===== src/rtl/turf_dio_bridge.sv =====
// PLX local-bus (nCS3 region) to TURF_DIO bridge: each 32-bit word becomes an
// address beat plus four byte beats on the 8-bit TURF bus, with nREADY back to the PLX.
module turf_dio_bridge (
  input  logic        BCLKO,
  input  logic        nRST,
  input  logic        nADS,
  input  logic        WnR,
  input  logic        nBLAST,
  input  logic        nCS3,
  input  logic [9:2]  LA,
  input  logic [31:0] LD_I,
  output logic [31:0] LD_O,
  output logic        LD_OE,
  output logic        nREADY,
  output logic        nBTERM,
  input  logic [7:0]  DIO_I,
  output logic [7:0]  DIO_O,
  output logic        DIO_OE,
  output logic        nCSTURF,
  output logic        TURF_WnR
);

  typedef enum logic [2:0] {
    IDLE  = 3'd0,
    ADDR  = 3'd1,
    TA    = 3'd2,
    WDATA = 3'd3,
    RDATA = 3'd4,
    ACK   = 3'd5,
    GAP   = 3'd6
  } state_t;

  state_t      state;
  logic [1:0]  beat;
  logic [7:0]  addr;
  logic        wr;
  logic        cont;
  logic [23:0] wdata;
  logic [23:0] rdata;
  logic        accept;

  assign accept = ~nADS & ~nCS3;
  assign nBTERM = 1'b1;

  // Transaction sequencer; every pin output is registered here.
  always_ff @(posedge BCLKO or negedge nRST) begin
    if (!nRST) begin
      state    <= IDLE;
      beat     <= 2'd0;
      addr     <= 8'h00;
      wr       <= 1'b0;
      cont     <= 1'b0;
      wdata    <= 24'h000000;
      rdata    <= 24'h000000;
      LD_O     <= 32'h00000000;
      LD_OE    <= 1'b0;
      nREADY   <= 1'b1;
      DIO_O    <= 8'h00;
      DIO_OE   <= 1'b0;
      nCSTURF  <= 1'b1;
      TURF_WnR <= 1'b0;
    end else begin
      case (state)
        IDLE: begin
          if (accept) begin
            addr     <= LA;
            wr       <= WnR;
            state    <= ADDR;
            nCSTURF  <= 1'b0;
            DIO_OE   <= 1'b1;
            DIO_O    <= LA;
            TURF_WnR <= WnR;
            LD_OE    <= ~WnR;
          end else begin
            state <= IDLE;
          end
        end
        ADDR: begin
          beat <= 2'd0;
          if (wr) begin
            // Byte 0 goes straight out; the upper three bytes are shifted out later.
            wdata  <= LD_I[31:8];
            DIO_O  <= LD_I[7:0];
            DIO_OE <= 1'b1;
            state  <= WDATA;
          end else begin
            DIO_O  <= 8'h00;
            DIO_OE <= 1'b0;
            state  <= TA;
          end
        end
        TA: begin
          beat  <= 2'd0;
          state <= RDATA;
        end
        WDATA: begin
          if (beat == 2'd3) begin
            DIO_O  <= 8'h00;
            DIO_OE <= 1'b0;
            nREADY <= 1'b0;
            state  <= ACK;
          end else begin
            DIO_O <= wdata[7:0];
            wdata <= {8'h00, wdata[23:8]};
            beat  <= beat + 2'd1;
          end
        end
        RDATA: begin
          case (beat)
            2'd0:    rdata[7:0]   <= DIO_I;
            2'd1:    rdata[15:8]  <= DIO_I;
            2'd2:    rdata[23:16] <= DIO_I;
            default: rdata        <= rdata;
          endcase
          if (beat == 2'd3) begin
            LD_O   <= {DIO_I, rdata};
            nREADY <= 1'b0;
            state  <= ACK;
          end else begin
            beat <= beat + 2'd1;
          end
        end
        ACK: begin
          nREADY  <= 1'b1;
          nCSTURF <= 1'b1;
          DIO_OE  <= 1'b0;
          state   <= GAP;
          if (!nBLAST) begin
            cont  <= 1'b0;
            LD_OE <= 1'b0;
          end else begin
            addr  <= addr + 8'd1;
            cont  <= 1'b1;
            LD_OE <= ~wr;
          end
        end
        GAP: begin
          if (cont) begin
            cont    <= 1'b0;
            nCSTURF <= 1'b0;
            DIO_OE  <= 1'b1;
            DIO_O   <= addr;
            LD_OE   <= ~wr;
            state   <= ADDR;
          end else if (accept) begin
            // A fresh access may start right at the end of the gap.
            addr     <= LA;
            wr       <= WnR;
            nCSTURF  <= 1'b0;
            DIO_OE   <= 1'b1;
            DIO_O    <= LA;
            TURF_WnR <= WnR;
            LD_OE    <= ~WnR;
            state    <= ADDR;
          end else begin
            LD_OE <= 1'b0;
            state <= IDLE;
          end
        end
        default: begin
          nREADY  <= 1'b1;
          nCSTURF <= 1'b1;
          DIO_OE  <= 1'b0;
          LD_OE   <= 1'b0;
          state   <= IDLE;
        end
      endcase
    end
  end

endmodule


===== config.mk =====
export PLATFORM = sky130hd
export DESIGN_NAME = turf_dio_bridge
export DESIGN_NICKNAME = d
export VERILOG_FILES = /design/src/rtl/turf_dio_bridge.sv
export SDC_FILE = /design/constraint.sdc
export NUM_CORES = 1
export LEC_CHECK = 0
export ABC_AREA = 1
export ABC_CLOCK_PERIOD_IN_PS = 3300
export CORE_UTILIZATION = 45
export CTS_BUF_LIST = sky130_fd_sc_hd__clkbuf_16
export CTS_CLUSTER_DIAMETER = 120
export DETAILED_ROUTE_END_ITERATION = 8
export PLACE_DENSITY = 0.78
export SLEW_MARGIN = 20
export SYNTH_ARGS = -nofsm -noshare
export SYNTH_HDL_FRONTEND = slang
export SYNTH_SLANG_ARGS = --single-unit

===== constraint.sdc =====
create_clock -name BCLKO -period 3.3 [get_ports BCLKO]
set_input_delay 0.33 -clock BCLKO [delete_from_list [all_inputs] [get_ports BCLKO]]
set_output_delay 0.33 -clock BCLKO [all_outputs]
set_load 0.03 [all_outputs]

==> metrics.txt <==
status finished, final reports clean; clk slew on worst S/H paths 80 ps; post-layout min period 2114 ps; final setup fails 0; fmax 473.0 MHz; row cnt 38; Hold Fails Final Rpt 0; post-CTS resize count 0; reg2reg start state[1]; post-synthesis register bit count 107; Clk Latency, worst-skew pair 350 ps; initial core utilization 0.4710; Max clock buf depth 2; Setup Fix Bufs, Post-CTS 0; Crit. End Element flip-flop; number of synthesized flops with an enable pin 0; worst r2r dst LD_O[2]; Vias/cell 5.089; Post-synth ARST share 1.000; clk_skew 11.35 ps; area delta synth->final 25.41%; Routed WL per cell 14.63 µm; Total Negative Setup Slacks 0 ps; fin cells 818; reg2reg setup slack 1190 ps; area of the mapped netlist 0.005195 mm²; Netlist cell types 35; Critical Path AT 2340 ps; Yosys Warn Count 0; Avg Cell Area, Syn 8.896 µm²; DR DRC count 0; CTS tree done; unrepaired setup endpoints after global routing no; Worst setup endpoint LD_O[2]; Ports 100; GRT Total Usage 0.2142; DRT iter0 DRCs 400; antenna cells 0; die area 0.01198 mm²; hold_buf cts 0; root buf cell clkbuf_16; Post-DP HPWL 8.690 mm; worst vdd ir 567.2 µV; WL final 11.97 mm; first-pass GRT wire length 19.69 mm; Final nets 733; CORE AREA 0.01103 mm²; R2R depth 5; Most used DFF post-synth dfrtp_1; Setup Crit Path Kind reg2reg; Synth Instances 584; LEAKAGE 0.003122 µW; number of max-cap violations 0; Worst Setup SP state[1]; H-tree depth 3; RD Place Congestion 0.9114; Pre-Repair DR Iteration Count 5; IO Port Bufs 98; GRT overflow 0; worst slew margin relative to its limit 0.3090; largest net degree at the start of global routing 82; Startpoint Class flip-flop; largest fanout on the critical path 41; Die H 109.4 µm; syn nets 644; vias in the first global route 4066; placed cells 802; Final period util 0.6407; CTS buffer count 9; final count of pins violating max slew 0; antenna-violating nets left 0; Die W 109.4 µm; WP data required 3520 ps; share of layout cells above drive strength 1 0.1150; vias after detailed routing 4163; antenna violations before repair 0; Sink Count 107; total power per unit cell area 993.1 mW/mm²; Seq/Total Area, Yosys 0.5159; Min-Delay Path Class in2async; Fill cells 939; Least-Margin Pin Slew 1033 ps
==> critical path, cell delays in order (launching register included) <==
cell	delay, ps
dfrtp_1	490
nor2_2	190
nand2_2	100
inv_2	100
nand2_2	570
mux2_4	530
==> where the power goes <==
part | internal [µW] | switching, µW
registers | 1920 | 443
logic | 1290 | 1740
clock network | 542 | 532
total | 3750 | 2720
==> cells in the final DEF (no fill, tap or decap), drive strengths merged, types with 4 or more instances in the layout <==
cell type      count
nand2            205
clkinv             4
clkdlybuf4s50     97
ha                 6
nor2              50
dfrtp            105
a31oi              8
o21ai             66
a21oi             10
nand3             33
inv               45
mux2              24
clkbuf             9
==> routing by layer <==
metal	wire length, µm	global-route usage	vias up
met2	5843	0.3486	104
met4	259	0.08286	0
li1	-	-	2049
met5	0	0	-
met1	5432	0.2868	1991
met3	435	0.03557	19
==> through the flow <==
| step | hold slack [ps] | utilization | total power [µW] | setup slack [ps] | cell area [µm²] |
|---|---|---|---|---|---|
| global route | 72.11 | 0.5906 | 6900 | 1057 | 6515 |
| finish | 7.047 | 0.5906 | 6470 | 1186 | 6515 |
| floorplan | 34.41 | - | 4387 | 1845 | 5195 |
| detailed placement | 473.9 | 0.5624 | 5405 | 1196 | 6203 |
| global placement | 465.2 | 0.5624 | 5267 | 1274 | 6203 |
| CTS | 176.3 | 0.5903 | 6503 | 1192 | 6511 |
==> flip-flops by register name (all words and copies together), names as in the netlist <==
| signal | cells |
|---|---|
| wdata | 24 |
| nREADY | 1 |
| rdata | 24 |
| LD_O | 32 |
| state | 3 |
| DIO_O | 8 |
| LD_OE | 1 |
| beat | 2 |
| cont | 1 |
| addr | 8 |
| wr | 1 |
| DIO_OE | 1 |
| nCSTURF | 1 |
==> area by class of cell <==
type	count	area, µm²	share of cell area
clock inverter	7	82.58	0.01268
sequential	107	2680	0.4114
tap	140	175.2	0.02689
timing repair buffer	100	997.2	0.1531
clock buffer	9	225.2	0.03457
inverter	42	157.7	0.02420
multi-input combinational	413	2197	0.3372
==> cells by family after synthesis <==
kind of cell             Yosys count  share of synthesized area
flip-flops                       107                     0.5159
other                              1                  0.0007219
AND/OR/NAND/NOR                  296                     0.2423
buffers and inverters             64                    0.06118
adder cells (fa/ha/maj)            6                    0.01445
multiplexers                      24                    0.06864
AO/OA/AOI/OAI                     86                    0.09682
==> cells in the mapped netlist (4+ instances only) <==
master	count	share of area
nand2_1	200	0.14
dfrtp_1	105	0.51
o21ai_0	63	0.061
nor2_1	46	0.033
inv_1	35	0.025
nand3_1	30	0.029
mux2_4	23	0.066
a21oi_1	10	0.0096
a31oi_2	8	0.019
buf_2	8	0.0077
inv_2	7	0.0051
buf_4	6	0.0087
buf_6	6	0.013
ha_1	6	0.014
nand2_2	4	0.0048
==> how the worst min path moves through the flow <==
stage	start	end	slack (ps)	depth (start not counted)
after floorplan	nRST	DIO_OE	30	0
after global placement	LD_OE	LD_OE	470	2
after detailed placement	LD_OE	LD_OE	470	2
after CTS	nRST	LD_O[15]	180	1
after global routing	nRST	rdata[13]	70	1
final	nRST	rdata[13]	7	1
(Power assumes the default switching activity.)
